**src/rtl/eth_pkt_pkg.sv**
```systemverilog
// Shared types and constants for the eth_pkt FIFO read-side logic.
// State encoding, the word-to-byte scale and the default packet size.
package eth_pkt_pkg;

  typedef enum logic [1:0] {
    IDLE      = 2'd0,
    START     = 2'd1,
    SEND      = 2'd2,
    WAIT_DONE = 2'd3
  } state_e;

  localparam int BYTES_PER_WORD    = 4;
  localparam int DEFAULT_PKT_WORDS = 256;

  // Byte count reported to udp_tx; wraps to 16 bits for very large packets.
  function automatic logic [15:0] pkt_byte_num(input int words);
    return 16'(words * BYTES_PER_WORD);
  endfunction

endpackage

```
**src/rtl/eth_down_cnt.sv**
```systemverilog
// Loadable down-counter that saturates at zero.
// Shared between the WAIT_DONE timeout and the inter-frame gap.
module eth_down_cnt #(
  parameter int WIDTH = 13
) (
  input  logic             clk,
  input  logic             rst,
  input  logic             load,
  input  logic [WIDTH-1:0] load_val,
  output logic             zero
);

  logic [WIDTH-1:0] cnt_q, cnt_d;

  always_comb begin
    // NOTE: default first so every path assigns cnt_d and no latch is inferred.
    cnt_d = cnt_q;
    if (load) begin
      cnt_d = load_val;
    end else if (cnt_q != '0) begin
      cnt_d = cnt_q - 1'b1;
    end
  end

  // NOTE: sequential state uses non-blocking assignment only.
  always_ff @(posedge clk or posedge rst) begin
    if (rst) begin
      cnt_q <= '0;
    end else begin
      cnt_q <= cnt_d;
    end
  end

  assign zero = (cnt_q == '0);

endmodule

```
**src/rtl/eth_pkt_fifo_reader.sv**
```systemverilog
// Drains whole packets from eth_pkt_fifo into udp_tx, one word per tx_req.
// Tracks completed packets and raises sticky underflow / timeout flags.
module eth_pkt_fifo_reader
  import eth_pkt_pkg::*;
#(
  parameter int ADDR_WIDTH = 10,
  parameter int DATA_WIDTH = 32,
  parameter int PKT_WORDS  = DEFAULT_PKT_WORDS,
  parameter int IFG_CYCLES = 12,
  parameter int TIMEOUT    = 4096
) (
  input  logic                  rd_clk,
  input  logic                  rd_rst,
  input  logic                  enable,
  output logic                  rd_en,
  input  logic [DATA_WIDTH-1:0] rd_data,
  input  logic                  empty,
  input  logic [ADDR_WIDTH:0]   rd_water_level,
  output logic                  tx_start_en,
  output logic [15:0]           tx_byte_num,
  input  logic                  tx_req,
  output logic [DATA_WIDTH-1:0] tx_data,
  input  logic                  tx_done,
  output logic                  busy,
  output logic [15:0]           pkt_cnt,
  output logic                  underflow,
  output logic                  timeout_err
);

  localparam int LVL_W   = ADDR_WIDTH + 1;
  localparam int CNT_MAX = (TIMEOUT > IFG_CYCLES) ? TIMEOUT : IFG_CYCLES;
  localparam int CNT_W   = $clog2(CNT_MAX + 1);

  localparam logic [LVL_W-1:0] PKT_LVL   = LVL_W'(PKT_WORDS);
  localparam logic [LVL_W-1:0] LAST_WORD = LVL_W'(PKT_WORDS - 1);
  localparam logic [15:0]      BYTE_NUM  = pkt_byte_num(PKT_WORDS);
  localparam logic [CNT_W-1:0] TO_LOAD   = CNT_W'(TIMEOUT - 1);
  localparam logic [CNT_W-1:0] IFG_LOAD  = CNT_W'(IFG_CYCLES);

  state_e           state_q, state_d;
  logic [LVL_W-1:0] word_cnt_q, word_cnt_d;
  logic             rd_valid_q, rd_valid_d;
  logic [15:0]      pkt_cnt_q, pkt_cnt_d;
  logic             underflow_q, underflow_d;
  logic             timeout_q, timeout_d;

  logic             words_left;
  logic             req_ok;
  logic             done_evt;
  logic             to_evt;
  logic             cnt_load;
  logic [CNT_W-1:0] cnt_load_val;
  logic             cnt_zero;

  // One counter: timeout budget while in WAIT_DONE, inter-frame gap in IDLE.
  eth_down_cnt #(.WIDTH(CNT_W)) u_down_cnt (
    .clk      (rd_clk),
    .rst      (rd_rst),
    .load     (cnt_load),
    .load_val (cnt_load_val),
    .zero     (cnt_zero)
  );

  assign words_left = (word_cnt_q < PKT_LVL);
  assign req_ok     = (state_q == SEND) && tx_req && words_left;
  assign done_evt   = (state_q == WAIT_DONE) && tx_done;
  assign to_evt     = (state_q == WAIT_DONE) && !tx_done && cnt_zero;

  always_ff @(posedge rd_clk or posedge rd_rst) begin
    if (rd_rst) begin
      state_q <= IDLE;
    end else begin
      state_q <= state_d;
    end
  end

  always_comb begin
    state_d = state_q;
    unique case (state_q)
      IDLE:      if (enable && (rd_water_level >= PKT_LVL) && cnt_zero) state_d = START;
      START:     state_d = SEND;
      SEND:      if (req_ok && (word_cnt_q == LAST_WORD)) state_d = WAIT_DONE;
      WAIT_DONE: if (tx_done || cnt_zero) state_d = IDLE;
      default:   state_d = IDLE;
    endcase
  end

  always_comb begin
    rd_en       = 1'b0;
    tx_start_en = 1'b0;
    busy        = (state_q != IDLE);
    tx_byte_num = busy ? BYTE_NUM : 16'd0;
    unique case (state_q)
      START:   tx_start_en = 1'b1;
      SEND:    rd_en = tx_req && !empty && words_left;
      default: ;
    endcase
    // FIFO has no output register, so rd_data lines up with the cycle after rd_en.
    tx_data = rd_valid_q ? rd_data : '0;
  end

  always_comb begin
    word_cnt_d  = word_cnt_q;
    rd_valid_d  = rd_en;
    pkt_cnt_d   = pkt_cnt_q;
    underflow_d = underflow_q;
    timeout_d   = timeout_q;
    if (state_q == START) begin
      word_cnt_d = '0;
    end else if (req_ok) begin
      word_cnt_d = word_cnt_q + 1'b1;
    end
    if (req_ok && empty) underflow_d = 1'b1;
    if (done_evt)        pkt_cnt_d   = pkt_cnt_q + 16'd1;
    if (to_evt)          timeout_d   = 1'b1;
    cnt_load     = done_evt || to_evt || ((state_q == SEND) && (state_d == WAIT_DONE));
    cnt_load_val = (state_q == SEND) ? TO_LOAD : IFG_LOAD;
  end

  always_ff @(posedge rd_clk or posedge rd_rst) begin
    if (rd_rst) begin
      word_cnt_q  <= '0;
      rd_valid_q  <= 1'b0;
      pkt_cnt_q   <= '0;
      underflow_q <= 1'b0;
      timeout_q   <= 1'b0;
    end else begin
      word_cnt_q  <= word_cnt_d;
      rd_valid_q  <= rd_valid_d;
      pkt_cnt_q   <= pkt_cnt_d;
      underflow_q <= underflow_d;
      timeout_q   <= timeout_d;
    end
  end

  assign pkt_cnt     = pkt_cnt_q;
  assign underflow   = underflow_q;
  assign timeout_err = timeout_q;

endmodule

```
**config.mk**
```make
export PLATFORM = sky130hd
export DESIGN_NAME = eth_pkt_fifo_reader
export DESIGN_NICKNAME = d
export VERILOG_FILES = /design/src/rtl/eth_pkt_pkg.sv /design/src/rtl/eth_down_cnt.sv /design/src/rtl/eth_pkt_fifo_reader.sv
export SDC_FILE = /design/constraint.sdc
export NUM_CORES = 1
export LEC_CHECK = 0
export ABC_AREA = 1
export CAP_MARGIN = 10
export CELL_PAD_IN_SITES_DETAIL_PLACEMENT = 0
export CELL_PAD_IN_SITES_GLOBAL_PLACEMENT = 2
export CORE_MARGIN = 3
export CORE_UTILIZATION = 23
export DETAILED_ROUTE_END_ITERATION = 10
export PLACE_DENSITY_LB_ADDON = 0.1
export SYNTH_ARGS = -nofsm -noshare
export SYNTH_HDL_FRONTEND = slang
export SYNTH_HIERARCHICAL = 1
export SYNTH_SLANG_ARGS = --single-unit
```
**constraint.sdc**
```tcl
create_clock -name rd_clk -period 2.7 [get_ports rd_clk]
set_input_delay 0.54 -clock rd_clk [delete_from_list [all_inputs] [get_ports rd_clk]]
set_output_delay 0.54 -clock rd_clk [all_outputs]
set_load 0.01 [all_outputs]
```
==> results of run 1 <==
[layout by cell type (no fill, tap or decap), types with 8 or more instances in the layout]
| cell type | count |
|---|---|
| nand3_1 | 28 |
| o21ai_0 | 17 |
| nor2_1 | 42 |
| dfrtp_1 | 45 |
| nand4_1 | 8 |
| inv_1 | 87 |
| clkdlybuf4s50_1 | 94 |
| nand2_1 | 125 |
| conb_1 | 18 |
[power groups by stage]
stage / sequential, W / combinational [W] / clock (W)
2_1_floorplan: 0.000843 / 0.000388 / 0
4_1_cts: 0.000861 / 0.000518 / 0.000648
6_report: 0.000858 / 0.000510 / 0.000618
3_3_place_gp: 0.000872 / 0.000516 / 0
3_5_place_dp: 0.000872 / 0.000513 / 0
5_1_grt: 0.000875 / 0.000597 / 0.000672
[registers in the layout (all words and copies together) (netlist names)]
register	count
state_q	2
pkt_cnt	16
rd_valid_q	1
timeout_err	1
word_cnt_q	11
u_down_cnt/cnt_q	13
underflow	1
[per-stage QoR]
| step | cells | setup WS [ns] | hold WS (ns) |
|---|---|---|---|
| after detailed placement | 693 | 0.251 | 0.446 |
| after floorplan | 446 | 0.763 | 0.417 |
| after global routing | 700 | 0.207 | 0.471 |
| final | 700 | 0.263 | 0.456 |
| after global placement | 693 | 0.245 | 0.443 |
| after CTS | 700 | 0.242 | 0.460 |
[layer usage]
metal  vias to the layer above  routed length [um]  track usage [%]
met2                        74                3900             20.2
met3                         5                 495             3.09
met4                         0                  95             3.01
met1                      1217                3650             14.0
li1                       1456                   -                -
met5                         -                   0                0
[cell families after synthesis]
| logic type | after synthesis | synth area share [%] |
|---|---|---|
| AO/OA/AOI/OAI | 28 | 5.13 |
| buffers and inverters | 109 | 15.9 |
| adder cells (fa/ha/maj) | 4 | 1.69 |
| AND/OR/NAND/NOR | 233 | 36.2 |
| flip-flops | 45 | 38.1 |
| XOR/XNOR | 9 | 2.67 |
| other | 2 | 0.254 |
[worst reg2reg max path: cells and delay by family (launching register included)]
family,cells,cell delay [ns]
buffers and inverters,4,0.57
flip-flops,1,0.39
adder cells (fa/ha/maj),1,0.20
AND/OR/NAND/NOR,8,0.96
[path summary, 6_finish.rpt]
path	start	end	slack, ns	depth (start not counted)
worst max-delay path	tx_req	rd_en	0.26	4
min in group asynchronous	rd_rst	u_down_cnt/cnt_q[11]$_DFFE_PP0P_	0.65	2
worst min-delay path	underflow$_DFFE_PP0P_	underflow$_DFFE_PP0P_	0.46	1
max in group asynchronous	rd_rst	u_down_cnt/cnt_q[2]$_DFFE_PP0P_	1.67	2
worst min register to register	underflow$_DFFE_PP0P_	underflow$_DFFE_PP0P_	0.46	1
worst max register to register	u_down_cnt/cnt_q[0]$_DFFE_PP0P_	u_down_cnt/cnt_q[6]$_DFFE_PP0P_	0.51	13
[cell type report]
| cell class | count | area share, % |
|---|---|---|
| Inverter | 88 | 7.84 |
| Sequential cell | 45 | 26.7 |
| Clock buffer | 7 | 3.39 |
| Multi-Input combinational cell | 292 | 33.7 |
| Timing Repair Buffer | 100 | 23.4 |
| Tap cell | 168 | 4.99 |
==> results_dict.tcl, run 1 <==
set metrics [dict create \
    design.final.nets 585 \
    grt_pass1_wl_um 13400 \
    cts_setup_buffers 0 \
    clk_pin_slew_ns 0.06 \
    drc 0 \
    p_int_w 0.00134 \
    cts_resized 0 \
    synthesis.area_um2 2950 \
    clk_latency_ns 0.28 \
    crit_fanout 2 \
    ctsHoldBuffers 0 \
    dp_hpwl_um 6330 \
    io_pins 118 \
    finalSetupTns_ns 0 \
    grt_pass1_vias 2659 \
    critPathSlowestCell "clkdlybuf4s50_1" \
    hold_viol_final 0 \
    tightestPinTransition_ns 0.593 \
    die_w_um 119 \
    multi_input_area_um2 1420 \
    critPathTopFamily "buffers and inverters" \
    startpoint_type "input port" \
    synth_top_cell_by_area "dfrtp_1" \
    clkPwrFrac_pct 31.1 \
    seq_area_um2 1130 \
    chipHeight_um 119 \
    total_leakage_power_nw 2.22 \
    finalSetupViolations 0 \
    status "finished clean" \
    cts_sinks 45 \
    synth_edf_count 0 \
    cp-end-kind "output port" \
    num_vias 2752 \
    combPwrFrac_pct 25.7 \
    synthFlopType "dfrtp_1" \
    core_area_um2 12300 \
    finClkSkew_ns 0.00295 \
    cp_slowest_stage_delay_ns 0.58 \
    hold_class "register to register" \
    fin_util_pct 34.4 \
    area.growth.synth_to_final_pct 42.6 \
    dpl_cell_area_um2 4070 \
    cts_tree "yes" \
    wire_per_inst_um 11.6 \
    clock-root-buffer "clkbuf_16" \
    ys_types 32 \
    drive_gt1_share_pct 7.14 \
    switchingPower_w 0.000650 \
    drt-vias-per-instance 3.93 \
    crit_type "input port to output port" \
    numCtsBuffers 5 \
    crit_chain "clkdlybuf4s50_1 > nand4_1 > nor2_1 > clkdlybuf4s50_1" \
    antenna_cells 0 \
    synth.most_common_cell "nand2_1" \
    n_fill_cell 1340 \
    power_w 0.00199 \
    switching_share_pct 32.7 \
    grt_max_degree 33 \
    rows 40 \
    netlist_top_cells_count "nand2_1 (125), inv_1 (87), dfrtp_1 (45), nor2_1 (42), nand3_1 (28)" \
    ant_nets 0 \
    drv_slew 0 \
    ys_seq_elements 45 \
    synthTopCellsByArea "dfrtp_1 (38%), nand2_1 (16%), inv_1 (11%)" \
    irDropWorstVdd_mv 0.204 \
    cts_max_path_buffers 2 \
    crit_path_frequent_cell "clkdlybuf4s50_1" \
    p_per_area_nw_per_um2 471 \
    worst_ep_required_time_ns 2.16 \
    ys_async_sr_fraction_pct 100 \
    drt_iter0_drc 114 \
    antenna_found_initial 0 \
    slew_headroom_pct 60.4 \
    grt_usage_pct 11.5 \
    crit_buf_inv 2 \
    fin_crit_sh_pct 90.3 \
    grt.overflow.total 0 \
    cts_max_level 2 \
    p_seq_share_pct 43.2 \
    cp.arrival_ns 1.90 \
    postSynthAreaPerCell_um2 6.87 \
    dr.pass1.iters 4 \
    start_util_pct 24.1 \
    fmax_mhz 410 \
    numPortBuffers 94 \
    period_minus_slack_ns 2.44 \
    place.gp.congestion 0.777 \
    ys_seq_area_share_pct 38.1 \
    synthCells 430 \
    rsz0062_at_grt "no" \
    synth_top_area_share_pct 38.1 \
    final_area_um2 4210 \
    synth-warning-count 6 \
    drv_cap 0 \
    wirelength_um 8140 \
    die_area_um2 14200 \
]
Note: power is estimated with default switching activity, not from simulation.
==> inputs of run 2 (changes only) <==
CORE_ASPECT_RATIO = 1.25   (was unset)
SLEW_MARGIN = 10   (was unset)
==> results_dict.tcl, run 2 (synthesis gave the netlist of run 1 again) <==
set metrics [dict create \
    design.final.nets 585 \
    clk_pin_slew_ns 0.06 \
    drive_gt1_share_pct 7.32 \
    switching_share_pct 33.2 \
    crit_start "tx_req" \
    ant_nets 0 \
    total_leakage_power_nw 2.22 \
    start_util_pct 24.0 \
    finClkSkew_ns 0.00487 \
    dp.cells 689 \
    grt_max_degree 33 \
    r2r-start "u_down_cnt/cnt_q[0]$_DFFE_PP0P_" \
    rsz0062_at_grt "no" \
    cts_max_level 2 \
    cts_setup_buffers 0 \
    numPortBuffers 94 \
    rows 45 \
    status "finished clean" \
    drt_iter0_drc 83 \
    clock-root-buffer "clkbuf_16" \
    cts_tree "yes" \
    p_int_w 0.00131 \
    cp-end-kind "output port" \
    chipHeight_um 133 \
    switchingPower_w 0.000652 \
    numCtsBuffers 5 \
    dp_hpwl_um 6500 \
    cts_max_path_buffers 2 \
    antenna_found_initial 0 \
    stdcell_count 697 \
    min_from "underflow$_DFFE_PP0P_" \
    core_area_um2 12300 \
    combPwrFrac_pct 25.8 \
    drv_cap 0 \
    dr.pass1.iters 4 \
    die_area_um2 14200 \
    die_w_um 107 \
    finalSetupViolations 0 \
    tightestPinTransition_ns 0.544 \
    grt_pass1_vias 2600 \
    power_w 0.00196 \
    clk_latency_ns 0.28 \
    place.gp.congestion 0.714 \
    wire_per_inst_um 11.9 \
    final_cell_mix "nand2_1 (125), clkdlybuf4s50_1 (94), inv_1 (87)" \
    cts_resized 0 \
    worst_ep_required_time_ns 2.16 \
    drc 0 \
    num_vias 2702 \
    fmax_mhz 408 \
    grt_pass1_wl_um 13300 \
    p_per_area_nw_per_um2 467 \
    area.growth.synth_to_final_pct 42.3 \
    p_seq_share_pct 43.6 \
    drv_slew 0 \
    grt.overflow.total 0 \
    crit_fanout 2 \
    startpoint_type "input port" \
    drt-vias-per-instance 3.88 \
    wirelength_um 8270 \
    layout_commonest_cell "nand2_1" \
    clkPwrFrac_pct 30.5 \
    largest_register_ffs 16 \
    hold_viol_final 0 \
    grt_usage_pct 11.8 \
    hold_class "register to register" \
    ctsHoldBuffers 0 \
    cp.arrival_ns 1.91 \
    finalSetupTns_ns 0 \
    antenna_cells 0 \
    fin_crit_sh_pct 90.7 \
    crit_type "input port to output port" \
    period_minus_slack_ns 2.45 \
    io_pins 118 \
    cts_sinks 45 \
    slew_headroom_pct 63.7 \
    irDropWorstVdd_mv 0.219 \
]
-- run 2: routing by layer --
layer  vias up  GRT usage [%]  wire [um]
met5         -              0          0
met4         0           3.79        102
met3         4           2.59        196
met2        26           21.2       4560
met1      1213           13.6       3410
li1       1459              -          -
-- run 2: power by group through the flow --
stage	Sequential, W	Combinational (W)	Clock (W)
2_1_floorplan	0.000843	0.000388	0
3_3_place_gp	0.000869	0.000511	0
3_5_place_dp	0.000870	0.000510	0
4_1_cts	0.000857	0.000514	0.000639
5_1_grt	0.000866	0.000603	0.000665
6_report	0.000857	0.000508	0.000599
-- run 2: cell type report --
cell class | instances | area (um^2)
multi-input cells | 292 | 1420
inverters | 88 | 330
fillers | 1357 | 8130
flip-flops and latches | 45 | 1130
repair buffers | 100 | 986
clock buffers | 6 | 129
well taps | 164 | 205
clock inverters | 2 | 10.0
-- run 2: path summary, 6_finish.rpt --
check,to,slack (ns),depth (start not counted)
min reg2reg,underflow$_DFFE_PP0P_,0.46,1
max reg2reg,u_down_cnt/cnt_q[9]$_DFFE_PP0P_,0.42,14
min,underflow$_DFFE_PP0P_,0.46,1
min in group asynchronous,u_down_cnt/cnt_q[6]$_DFFE_PP0P_,0.63,2
max in group asynchronous,u_down_cnt/cnt_q[5]$_DFFE_PP0P_,1.71,2
max,rd_en,0.25,4
-- run 2: critical path, cell delays in order --
cell and delay, ns:
clkdlybuf4s50_1 0.49, nand4_1 0.15, nor2_1 0.15, clkdlybuf4s50_1 0.58
-- run 2: through the flow --
step	instance area, um^2	hold slack, ns	setup slack (ns)	util [%]
4_1_cts	4200	0.461	0.226	34.1
2_1_floorplan	3010	0.417	0.763	-
3_3_place_gp	4070	0.439	0.261	33.0
5_1_grt	4200	0.482	0.150	34.1
6_report	4200	0.457	0.251	34.1
3_5_place_dp	4070	0.445	0.229	33.0
